$ cat config.mk
export PLATFORM = sky130hd
export DESIGN_NAME = spectrum_capture
export DESIGN_NICKNAME = d
export VERILOG_FILES = /design/src/rtl/spectrum_pkg.sv /design/src/rtl/spectrum_ram.sv /design/src/rtl/spectrum_capture.sv
export SDC_FILE = /design/constraint.sdc
export NUM_CORES = 2
export LEC_CHECK = 0
export ABC_AREA = 1
export BUFFER_PORTS_ARGS = -buffer_cell sky130_fd_sc_hd__buf_2
export CORE_MARGIN = 5
export CORE_UTILIZATION = 40
export CTS_CLUSTER_DIAMETER = 200
export DETAILED_ROUTE_END_ITERATION = 10
export PLACE_DENSITY = 0.65
export SYNTH_ARGS = -nofsm -noshare
export SYNTH_HDL_FRONTEND = slang
export SYNTH_SLANG_ARGS = --single-unit
export TNS_END_PERCENT = 30
$ cat constraint.sdc
create_clock -name clk -period 3.7 [get_ports clk]
set_clock_uncertainty 0.15 [all_clocks]
set_input_delay 0.185 -clock clk [delete_from_list [all_inputs] [get_ports clk]]
set_output_delay 0.185 -clock clk [all_outputs]
set_load 0.01 [all_outputs]
$ cat src/rtl/spectrum_pkg.sv
// spectrum_pkg: definitions shared by the spectrum capture block, the
// modulus stage and the display reader.
//   state_t     - capture controller states
//   SPEC_N_FFT  - default FFT length of the system
//   SPEC_BIN_W  - width of a half-spectrum bin index for SPEC_N_FFT
package spectrum_pkg;

    typedef enum logic [1:0] {
        IDLE    = 2'd0,
        SYNC    = 2'd1,
        CAPTURE = 2'd2,
        DONE    = 2'd3
    } state_t;

    localparam int SPEC_N_FFT = 256;
    // Only the lower half of the spectrum is kept, so bins need log2(N/2) bits.
    localparam int SPEC_BIN_W = $clog2(SPEC_N_FFT / 2);

endpackage

$ cat src/rtl/spectrum_ram.sv
// spectrum_ram: simple dual-port RAM, one write port and one registered
// read port, written so synthesis maps it onto block RAM.
//   clk      - clock
//   rst_n    - asynchronous active-low reset (read data register only)
//   we       - write enable
//   wr_addr  - write address
//   wr_data  - write data
//   rd_addr  - read address
//   rd_data  - read data, one cycle after rd_addr; a read of the address
//              being written in the same cycle returns the old contents
module spectrum_ram #(
    parameter int DEPTH  = 128,
    parameter int DATA_W = 16,
    parameter int ADDR_W = 7
) (
    input  logic              clk,
    input  logic              rst_n,
    input  logic              we,
    input  logic [ADDR_W-1:0] wr_addr,
    input  logic [DATA_W-1:0] wr_data,
    input  logic [ADDR_W-1:0] rd_addr,
    output logic [DATA_W-1:0] rd_data
);

    logic [DATA_W-1:0] mem [DEPTH];
    logic [DATA_W-1:0] rd_data_reg;

    always_ff @(posedge clk) begin
        if (we) begin
            mem[wr_addr] <= wr_data;
        end
    end

    // Read-before-write: the register samples the array before this edge's write lands.
    always_ff @(posedge clk or negedge rst_n) begin
        if (!rst_n) begin
            rd_data_reg <= '0;
        end else begin
            rd_data_reg <= mem[rd_addr];
        end
    end

    assign rd_data = rd_data_reg;

endmodule

$ cat src/rtl/spectrum_capture.sv
// spectrum_capture: sink for the FFT magnitude stream. On arm it aligns to
// the next frame boundary, stores bins 0..N_FFT/2-1 of one complete frame,
// tracks the peak bin (excluding the lowest DC_BINS bins) and raises done.
//   clk, rst_n          - clock, asynchronous active-low reset
//   arm                 - one-cycle start/restart request
//   mod_data/valid/eop  - magnitude stream (eop marks last sample of a frame)
//   rd_addr, rd_data    - synchronous buffer read port, 1-cycle latency
//   busy                - searching for a boundary or capturing
//   done                - frame stored, peak outputs final
//   peak_val, peak_bin  - largest magnitude and its bin
//   frame_err           - sticky framing error, cleared by arm
module spectrum_capture
    import spectrum_pkg::*;
#(
    parameter int N_FFT   = SPEC_N_FFT,
    parameter int DATA_W  = 16,
    parameter int BIN_W   = SPEC_BIN_W,
    parameter int DC_BINS = 2
) (
    input  logic              clk,
    input  logic              rst_n,
    input  logic              arm,
    input  logic [DATA_W-1:0] mod_data,
    input  logic              mod_valid,
    input  logic              mod_eop,
    input  logic [BIN_W-1:0]  rd_addr,
    output logic [DATA_W-1:0] rd_data,
    output logic              busy,
    output logic              done,
    output logic [DATA_W-1:0] peak_val,
    output logic [BIN_W-1:0]  peak_bin,
    output logic              frame_err
);

    // The counter spans a full frame; one extra bit beyond the stored half.
    localparam logic [BIN_W:0] LAST_BIN = (BIN_W+1)'(N_FFT - 1);
    localparam logic [BIN_W:0] HALF_BIN = (BIN_W+1)'(N_FFT / 2);
    localparam logic [BIN_W:0] DC_LIM   = (BIN_W+1)'(DC_BINS);

    state_t            state_reg;
    logic [BIN_W:0]    bin_reg;
    logic              busy_reg;
    logic              done_reg;
    logic [DATA_W-1:0] peak_val_reg;
    logic [BIN_W-1:0]  peak_bin_reg;
    logic              frame_err_reg;

    logic in_half;
    logic peak_hit;
    logic buf_we;

    assign in_half  = (bin_reg < HALF_BIN);
    // Strict compare keeps the lowest bin on ties.
    assign peak_hit = in_half && (bin_reg >= DC_LIM) && (mod_data > peak_val_reg);
    // Suppressed under arm; the stored frame is being abandoned anyway.
    assign buf_we   = (state_reg == CAPTURE) && mod_valid && in_half && !arm;

    always_ff @(posedge clk or negedge rst_n) begin
        if (!rst_n) begin
            state_reg     <= IDLE;
            bin_reg       <= '0;
            busy_reg      <= 1'b0;
            done_reg      <= 1'b0;
            peak_val_reg  <= '0;
            peak_bin_reg  <= '0;
            frame_err_reg <= 1'b0;
        end else if (arm) begin
            // arm overrides everything, including a coincident eop.
            state_reg     <= SYNC;
            busy_reg      <= 1'b1;
            done_reg      <= 1'b0;
            peak_val_reg  <= '0;
            peak_bin_reg  <= '0;
            frame_err_reg <= 1'b0;
        end else begin
            case (state_reg)
                IDLE: ;
                SYNC: begin
                    // A valid eop is the only frame boundary marker in the stream.
                    if (mod_valid && mod_eop) begin
                        state_reg    <= CAPTURE;
                        bin_reg      <= '0;
                        peak_val_reg <= '0;
                        peak_bin_reg <= '0;
                    end
                end
                CAPTURE: begin
                    if (mod_valid) begin
                        if (mod_eop) begin
                            if (bin_reg == LAST_BIN) begin
                                state_reg <= DONE;
                                busy_reg  <= 1'b0;
                                done_reg  <= 1'b1;
                            end else begin
                                // Short frame: its eop still marks a boundary,
                                // so start over on the next sample.
                                frame_err_reg <= 1'b1;
                                bin_reg       <= '0;
                                peak_val_reg  <= '0;
                                peak_bin_reg  <= '0;
                            end
                        end else if (bin_reg == LAST_BIN) begin
                            // Long frame: alignment lost, hunt for the next eop.
                            frame_err_reg <= 1'b1;
                            state_reg     <= SYNC;
                        end else begin
                            if (peak_hit) begin
                                peak_val_reg <= mod_data;
                                peak_bin_reg <= bin_reg[BIN_W-1:0];
                            end
                            bin_reg <= bin_reg + 1'b1;
                        end
                    end
                end
                DONE: ;
                default: state_reg <= IDLE;
            endcase
        end
    end

    spectrum_ram #(
        .DEPTH  (N_FFT / 2),
        .DATA_W (DATA_W),
        .ADDR_W (BIN_W)
    ) u_ram (
        .clk     (clk),
        .rst_n   (rst_n),
        .we      (buf_we),
        .wr_addr (bin_reg[BIN_W-1:0]),
        .wr_data (mod_data),
        .rd_addr (rd_addr),
        .rd_data (rd_data)
    );

    assign busy      = busy_reg;
    assign done      = done_reg;
    assign peak_val  = peak_val_reg;
    assign peak_bin  = peak_bin_reg;
    assign frame_err = frame_err_reg;

endmodule

==> results.toml <==
[outcome]
status = "completed"

[logic_synthesis]
synth_nets = 7138
synth_cell_type_count = 30
synth-edff-count = 2048
syn_area_per_cell_um2 = 12.0
syn-cell-area_mm2 = 0.0850
yosysSeqAreaShare = 0.739
synthCells = 7093
synth_flop_cell = "edfxtp_1"
synth_seq_cells = 2100
synth_warnings = 0
synthArstFlopShare = 0.0248

[power_and_ir_drop]
power_frac_comb = 0.070
p_int_mw = 38.6
p_seq_frac = 0.522
power_density_mw_per_mm2 = 522
switchingPower_mw = 11.8
leakagePower_nw = 34.1
ir_drop_mv = 0.467
clockPowerShare = 0.408
p_sw_frac = 0.234

[layout]
fillers = 18700
stdcell_area_mm2 = 0.0964
syn2layout_area_growth_pct = 13.5
final_net_count = 7274
fin_cells = 10200
drive_above_1_share = 0.0898
largest_register_ffs = 2048

[min_path]
worstHoldStart = "rd_addr[4]"
hp-class = "primary input to flip-flop"
whs_path_depth = 6
holdPathEnd = "u_ram.rd_data[10]"

[clock_network]
cts_tree = "yes"
cts-root-buf = "clkbuf_16"
cts_made_buffers = 210
clockBufferDepth = 3
clk_pin_slew_worst_paths_ns = 0.06
htree_levels = 4
cts.sinks = 2100
clk_latency_ns = 0.86

[floorplanning]
rows = 169
dieArea_mm2 = 0.222
core_mm2 = 0.212
top_level_ports = 70
die_x_um = 471
start_util = 0.401
die_h_um = 471

[critical_path]
crit_buf_inv = 6
crit_path_frequent_cell = "nand3_1"
critPathKind = "primary input to flip-flop"
r2r_cells = 9
crit_path_end_kind = "flip-flop"
max_stage_delay_ns = 0.62
worst_path_max_delay_cell = "dlygate4sd3_1"
crit_family = "buffers and inverters"
crit_fanout = 56
path_cells = "dlygate4sd3_1, buf_8, inv_8, buf_4, nand3_1, nand3_1, nand3_1, nand3_1, nand3_1, dlygate4sd3_1, nand3_1, dlygate4sd3_1, nand2_1"
r2r_setup_slack_ns = 0.67
critPathRequiredTime_ns = 4.29
cp-start-kind = "primary input"
cp.arrival_ns = 4.00
worstReg2RegStart = "state_reg[0]"
reg2reg_to = "u_ram.mem[116][12]"

[sta]
fmax_mhz = 294
layout_min_cycle_time_ns = 3.40
fin_setup_tns_ns = 0
rsz0062_at_grt = "false"
hold_violations = 0
worst_slack_ns = 0.297
worstMarginPinSlew_ns = 1.10
slew_viol_final = 0
relSlewSlack = 0.263
finalCritPeriodShare = 0.920
finalSetupViolCount = 0

[flow_run]
cap_violations = 0

[placement]
place_area_mm2 = 0.0894
place.gp.congestion = 0.870
io_buffers = 69
hpwl_mm = 138
dp.cells = 9805
place_ws_ns = 0.706

[global_routing]
grt_overflow = 0
grt_max_degree = 149
grt_pass1_vias = 53600
grt_pass1_wl_mm = 356
antenna_found_initial = 16
gr-usage-all-layers = 0.212

[route]
num_vias = 56800
dr.pass1.iters = 10
remaining_drc_errors = 0
avgRoutedWirePerCell_um = 23.8
final_antenna_net_count = 0
drtIter0Drc = 7478
drt-total-wl_mm = 243
viasPerCell = 5.55
[final cells by class]
cell class / count / area [um^2] / area share
Antenna cell: 7 / 17.5 / 0.000182
Clock buffer: 254 / 5530 / 0.0574
Clock inverter: 135 / 1120 / 0.0116
Inverter: 66 / 282 / 0.00292
Multi-Input combinational cell: 4460 / 19600 / 0.203
Sequential cell: 2100 / 62800 / 0.651
Tap cell: 2821 / 3530 / 0.0366
Timing Repair Buffer: 391 / 3540 / 0.0367
[metrics by stage]
step                       util  power, mW  hold slack [ns]
after floorplan               -       28.6           -0.261
after global placement    0.422       30.2            0.207
after detailed placement  0.422       30.2            0.216
after CTS                 0.455       50.6           0.0446
after global routing      0.455       51.9            0.148
final                     0.455       50.4            0.133
[cells in the final DEF, fill, tap and decap left out, drive strengths merged, types with 17 or more instances in the layout]
cell type,netlist,final
inv,66,72
nand2,2170,2170
buf,383,359
edfxtp,2048,2048
ha,17,17
nand3,2052,2052
dfrtp,52,52
nor2,179,179
clkbuf,84,254
clkinv,0,113
dlygate4sd3,0,32
[worst min-delay path: stages]
cell and delay, ns:
buf_2 0.21, inv_2 0.31, nand3_1 0.19, nand3_1 0.07, nand3_1 0.08, nand2_1 0.05
[power by group through the flow]
stage | Clock (mW) | Sequential (mW) | Combinational, mW
floorplan | 0 | 26.7 | 1.89
global placement | 0 | 26.8 | 3.40
detailed placement | 0 | 26.8 | 3.45
CTS | 20.8 | 26.3 | 3.49
global route | 21.8 | 26.3 | 3.79
finish | 20.6 | 26.3 | 3.53
[per-layer routing]
layer | GRT usage | share of wire | up-vias
li1 | - | - | 25500
met1 | 0.297 | 0.41 | 27900
met2 | 0.324 | 0.45 | 3032
met3 | 0.0502 | 0.10 | 417
met4 | 0.0795 | 0.037 | 6
met5 | 0 | 0.00016 | -
[synth_stat cells, types with 4 or more instances]
master,number,share of area
inv_1,58,0.0026
buf_2,283,0.017
nor2_1,179,0.0079
buf_4,47,0.0042
o21a_1,4,0.00035
edfxtp_1,2048,0.72
buf_1,47,0.0021
buf_6,6,0.00080
inv_2,7,0.00031
clkbuf_1,83,0.0037
ha_1,17,0.0025
dfrtp_1,52,0.015
o21ai_1,5,0.00029
nand3_1,2051,0.12
a21oi_1,14,0.00082
o21ai_0,6,0.00035
nand2_1,2168,0.096
[cell families (layout without fill, tap and decap cells)]
logic type,after synthesis,in the layout,synth area share
AO/OA/AOI/OAI,33,33,0.00236
XOR/XNOR,2,2,0.000206
adder cells (fa/ha/maj),17,17,0.00250
buffers and inverters,533,846,0.0304
flip-flops,2100,2100,0.739
other,0,7,0
AND/OR/NAND/NOR,4408,4408,0.225
[how the worst max path moves through the flow]
stage / from / endpoint / slack [ns] / depth (start not counted)
6_report: rd_addr[1] / u_ram.rd_data[8] / 0.30 / 13
3_3_place_gp: state_reg[0] / u_ram.mem[116][8] / 0.63 / 9
3_5_place_dp: rd_addr[0] / u_ram.rd_data[2] / 0.71 / 11
5_1_grt: rd_addr[1] / u_ram.rd_data[8] / 0.23 / 13
4_1_cts: rd_addr[1] / u_ram.rd_data[8] / 0.42 / 13
2_1_floorplan: state_reg[0] / u_ram.mem[100][0] / 1.12 / 8
[what timing repair did]
item                                   CTS  global route
buffers inserted                         0             0
hold buffers                            33             0
endpoints found under the hold margin  836             0
resized for setup                        0             0
No activity file was read; power rests on OpenSTA's default activity.
